--- src/rtl/id_hazard_unit.sv ---
// Decode-stage hazard and bypass controller: a two-entry scoreboard of the IX/MEM
// destinations drives the load-use stall, the MX/WX/WM bypass selects and a stall counter.
module id_hazard_unit #(
    parameter int unsigned CNT_W = 16
) (
    input  logic             clk,
    input  logic             rst_n,
    input  logic             id_valid,
    input  logic [4:0]       id_rs,
    input  logic [4:0]       id_rt,
    input  logic             id_uses_rs,
    input  logic             id_uses_rt,
    input  logic             id_is_store,
    input  logic [4:0]       id_dest_reg,
    input  logic             id_write_to_reg,
    input  logic             id_is_load,
    input  logic             flush,
    output logic             stall,
    output logic             mx_op1_bypass,
    output logic             mx_op2_bypass,
    output logic             wx_op1_bypass,
    output logic             wx_op2_bypass,
    output logic             wm_data_bypass,
    output logic [CNT_W-1:0] stall_count
);

    localparam int unsigned REG_W = 5;

    typedef struct packed {
        logic             v;
        logic [REG_W-1:0] dest;
        logic             ld;
    } sb_entry_t;

    sb_entry_t ix_q;
    sb_entry_t mem_q;
    sb_entry_t ix_d;

    logic ix_rs_hit;
    logic ix_rt_hit;
    logic mem_rs_hit;
    logic mem_rt_hit;
    logic fwd_ok;

    // Register 0 is hard-wired, so it never matches a producer.
    always_comb begin
        ix_rs_hit  = ix_q.v  && (ix_q.dest  == id_rs) && (id_rs != '0);
        ix_rt_hit  = ix_q.v  && (ix_q.dest  == id_rt) && (id_rt != '0);
        mem_rs_hit = mem_q.v && (mem_q.dest == id_rs) && (id_rs != '0);
        mem_rt_hit = mem_q.v && (mem_q.dest == id_rt) && (id_rt != '0);
    end

    // Store data from an IX load is bypassed later in MEM, so it does not stall.
    always_comb begin
        stall          = 1'b0;
        fwd_ok         = 1'b0;
        mx_op1_bypass  = 1'b0;
        mx_op2_bypass  = 1'b0;
        wx_op1_bypass  = 1'b0;
        wx_op2_bypass  = 1'b0;
        wm_data_bypass = 1'b0;

        stall = id_valid && ix_q.ld &&
                ((id_uses_rs && ix_rs_hit) ||
                 (id_uses_rt && ix_rt_hit && !id_is_store));
        fwd_ok = id_valid && !stall;

        mx_op1_bypass  = fwd_ok && id_uses_rs && ix_rs_hit && !ix_q.ld;
        mx_op2_bypass  = fwd_ok && id_uses_rt && ix_rt_hit && !ix_q.ld;
        wx_op1_bypass  = fwd_ok && id_uses_rs && mem_rs_hit && !ix_rs_hit;
        wx_op2_bypass  = fwd_ok && id_uses_rt && mem_rt_hit && !ix_rt_hit;
        wm_data_bypass = fwd_ok && id_is_store && ix_rt_hit && ix_q.ld;
    end

    // A stalled or flushed ID instruction enters IX as a bubble.
    always_comb begin
        ix_d = '0;
        if (!stall && !flush) begin
            ix_d.v    = id_valid && id_write_to_reg;
            ix_d.dest = id_dest_reg;
            ix_d.ld   = id_is_load;
        end
    end

    // Scoreboard advances with the pipeline registers on the falling edge.
    always_ff @(negedge clk or negedge rst_n) begin
        if (!rst_n) begin
            ix_q  <= '0;
            mem_q <= '0;
        end else begin
            mem_q <= ix_q;
            ix_q  <= ix_d;
        end
    end

    always_ff @(negedge clk or negedge rst_n) begin
        if (!rst_n) begin
            stall_count <= '0;
        end else if (stall && (stall_count != {CNT_W{1'b1}})) begin
            stall_count <= stall_count + CNT_W'(1);
        end
    end

endmodule
--- config.mk ---
export PLATFORM = sky130hd
export DESIGN_NAME = id_hazard_unit
export DESIGN_NICKNAME = d
export VERILOG_FILES = /design/src/rtl/id_hazard_unit.sv
export SDC_FILE = /design/constraint.sdc
export NUM_CORES = 1
export LEC_CHECK = 0
export BUFFER_PORTS_ARGS = -buffer_cell sky130_fd_sc_hd__buf_2
export CAP_MARGIN = 10
export CORE_ASPECT_RATIO = 0.9
export CORE_MARGIN = 8
export CORE_UTILIZATION = 45
export DETAILED_ROUTE_END_ITERATION = 12
export PLACE_DENSITY = 0.71
export SYNTH_ARGS = -nofsm -noshare
export SYNTH_HDL_FRONTEND = slang
export SYNTH_SLANG_ARGS = --single-unit
--- constraint.sdc ---
create_clock -name clk -period 3.4 [get_ports clk]
set_input_delay 0.68 -clock clk [delete_from_list [all_inputs] [get_ports clk]]
set_output_delay 0.68 -clock clk [all_outputs]
set_load 0.02 [all_outputs]
==> flow_summary.json <==
{
  "status": "finished with violations",
  "violations": "setup timing",
  "ys_top_cells_by_count": "29 x dfrtn_1, 21 x xor2_1, 13 x xnor2_1, 11 x nand3_1",
  "critPathKind": "flop to output pin",
  "h-tree-depth": 2,
  "netlist_area_um2": 1560,
  "gp_congestion": 0.897,
  "synth_edf_count": 0,
  "synth_xor_area_share_pct": 19.1,
  "dieWidth_um": 78.0,
  "rrSetupSlack_ns": 1.17,
  "hp-start": "ix_q[6]$_DFF_NN0_",
  "fin_cells": 272,
  "cts_hold_buf": 0,
  "die_y_um": 71.8,
  "root_buffer": "clkbuf_8",
  "antenna_cells": 0,
  "finalSetupViolations": 29,
  "grt_pass1_vias": 1508,
  "cp_slowest_stage_delay_ns": 0.47,
  "hold-path-cell-count": 0,
  "cts.reportedPaths.clkPinSlew_ns": 0.04,
  "cts_buffer_depth": 2,
  "synth.area.mux_share_pct": 1.37,
  "synthSimpleGateAreaFrac_pct": 27.8,
  "synth.area.top_cells": "dfrtn_1 47%, xor2_1 12%, xnor2_1 7.3%",
  "netlist-cell-type-count": 31,
  "path_cells": "xor2_1, nor4_2, nor4bb_4, or2_1, buf_12, buf_8",
  "reg2reg_to": "stall_count[1]$_DFFE_NN0P_",
  "pre_cts_ws_ns": -0.793,
  "synth_ff_type": "dfrtn_1",
  "synth_warnings": 0,
  "worst_setup_path_end_kind": "output pin",
  "hp-class": "flop to flop",
  "finClkSkew_ns": 0.00142,
  "synth_top_family_by_area": "simple AND/OR/NAND/NOR gates",
  "worst_slew_pin_slew_ns": 0.644,
  "numClockSinks": 29,
  "io_pins": 46,
  "critPathMaxFanout": 3,
  "holdPathEnd": "mem_q[6]$_DFF_NN0_",
  "power_density_nw_per_um2": 299,
  "reg2regPathDepth": 7,
  "std_cell_rows": 20,
  "drive_gt1_share_pct": 50.4,
  "drc": 0,
  "synth-seq-cells": 29,
  "yosys.area_share.adder_pct": 0.805,
  "finalHoldViolations": 0,
  "vias": 1423,
  "start_util_pct": 46.4,
  "start_kind": "flop",
  "worstPathArrival_ns": 3.59,
  "fill_cells": 233,
  "ys_async_sr_fraction_pct": 100,
  "routedWlPerCell_um": 16.8,
  "ir_worst_vdd_mv": 0.271,
  "grt_pass1_wl_mm": 7.21,
  "synth_top_area_share_pct": 46.7,
  "slew_headroom_pct": 57.1,
  "die-area_um2": 5600,
  "rsz0062_at_grt": "true",
  "finalMaxSlewViolations": 0,
  "core_area_um2": 3350,
  "cts_made_buffers": 5,
  "drv_cap": 0,
  "worst_slack_ns": -0.872,
  "r2r_start": "stall_count[3]$_DFFE_NN0P_",
  "synth_top_area_cell": "dfrtn_1",
  "nets": 253,
  "drt_iter0_drc": 78,
  "p_leak_nw": 1.29,
  "syn_to_final_growth_pct": 57.4,
  "ff_latch_area_um2": 726,
  "cp_data_required_time_ns": 2.72,
  "yosysMostFrequentCell": "dfrtn_1",
  "fin_util_pct": 73.0,
  "grt_overflow": 0,
  "cts_tree": "built",
  "antenna_found_initial": 0,
  "synth_compound_area_share_pct": 2.01,
  "grt_max_degree": 30,
  "drtAntennaViolNets": 0,
  "hpwl_mm": 3.26,
  "synth_cells": 141,
  "dpl.cell_count": 253,
  "drt-pass1-iter-count": 4,
  "crit_path_top_delay_cell": "dfrtn_1",
  "syn-num-nets": 166,
  "numPortBuffers": 45,
  "grt_use_total_pct": 16.0,
  "ys_seq_area_share_pct": 46.7,
  "multi_input_area_um2": 962,
  "total_power_uw": 732,
  "vias_per_cell": 5.23,
  "clkLatencyLatePin_ns": 0.28,
  "drt-total-wl_mm": 4.57,
  "tns_ns": -18.75,
  "avgSynthCellArea_um2": 11.0
}
[timing repair]
item	CTS	global route
resized for setup	15	9
setup buffers	8	4
pin swaps	4	11
endpoints found under the setup margin	29	30
[power breakdown]
group | switching [mW] | internal, mW
Sequential | 0.00935 | 0.356
Combinational | 0.0415 | 0.0456
Clock | 0.120 | 0.160
[metrics by stage]
step	hold WS [ns]	area [um^2]
floorplan	0.352	1650
global placement	0.389	2130
detailed placement	0.401	2130
CTS	0.401	2360
global route	0.415	2450
finish	0.405	2450
[layout make-up]
class,instances,area share [%]
clock buffer,7,3.53
inverter,4,0.613
tap,44,2.25
multi-input combinational,106,39.3
sequential,29,29.7
timing repair buffer,82,24.6
[routing by layer]
layer	global-route usage (%)	part of all wire, %	vias up
met1	20.3	43	695
met4	5.75	1.6	0
li1	-	-	669
met2	24.9	49	49
met3	5.00	6.3	10
met5	0	0	-
[worst max path at each step]
stage,startpoint,slack (ns),cells past startpoint,to
floorplan,ix_q[3]$_DFF_NN0_,-0.60,4,wx_op1_bypass
global placement,id_rt[4],-0.72,8,stall_count[15]$_DFFE_NN0P_
global route,ix_q[5]$_DFF_NN0_,-0.98,6,stall
finish,ix_q[5]$_DFF_NN0_,-0.87,6,stall
detailed placement,id_rt[2],-0.79,8,stall_count[15]$_DFFE_NN0P_
CTS,ix_q[4]$_DFF_NN0_,-0.90,6,stall
[cell usage in the layout, fill, tap and decap left out, types with 3 or more instances in the layout]
cell type	n
and2_1	6
and3_1	3
buf_12	5
buf_2	39
buf_4	34
clkbuf_8	6
dfrtn_1	29
inv_1	4
nand2_1	5
nand3_1	9
nand4_1	7
nor2_1	6
nor3_2	3
nor3_4	4
xnor2_1	11
xor2_1	21
[worst max-delay path, delay by kind of cell (launching register included)]
kind | cells | cell delay (ns)
buffers and inverters | 2 | 0.22
flip-flops | 1 | 0.47
AND/OR/NAND/NOR | 3 | 0.81
XOR/XNOR | 1 | 0.10
[sequential cells by signal, summed over array words and instances (netlist names)]
name         count
ix_q             7
stall_count     16
mem_q            6
[cells by family after synthesis]
group / Yosys count
AOI/OAI and AO/OA: 4
xor gates and xnor gates: 34
adders and majority gates: 1
buffers and inverters: 6
DFF: 29
muxes: 2
and+or+nand+nor: 65
(Power assumes the default switching activity.)
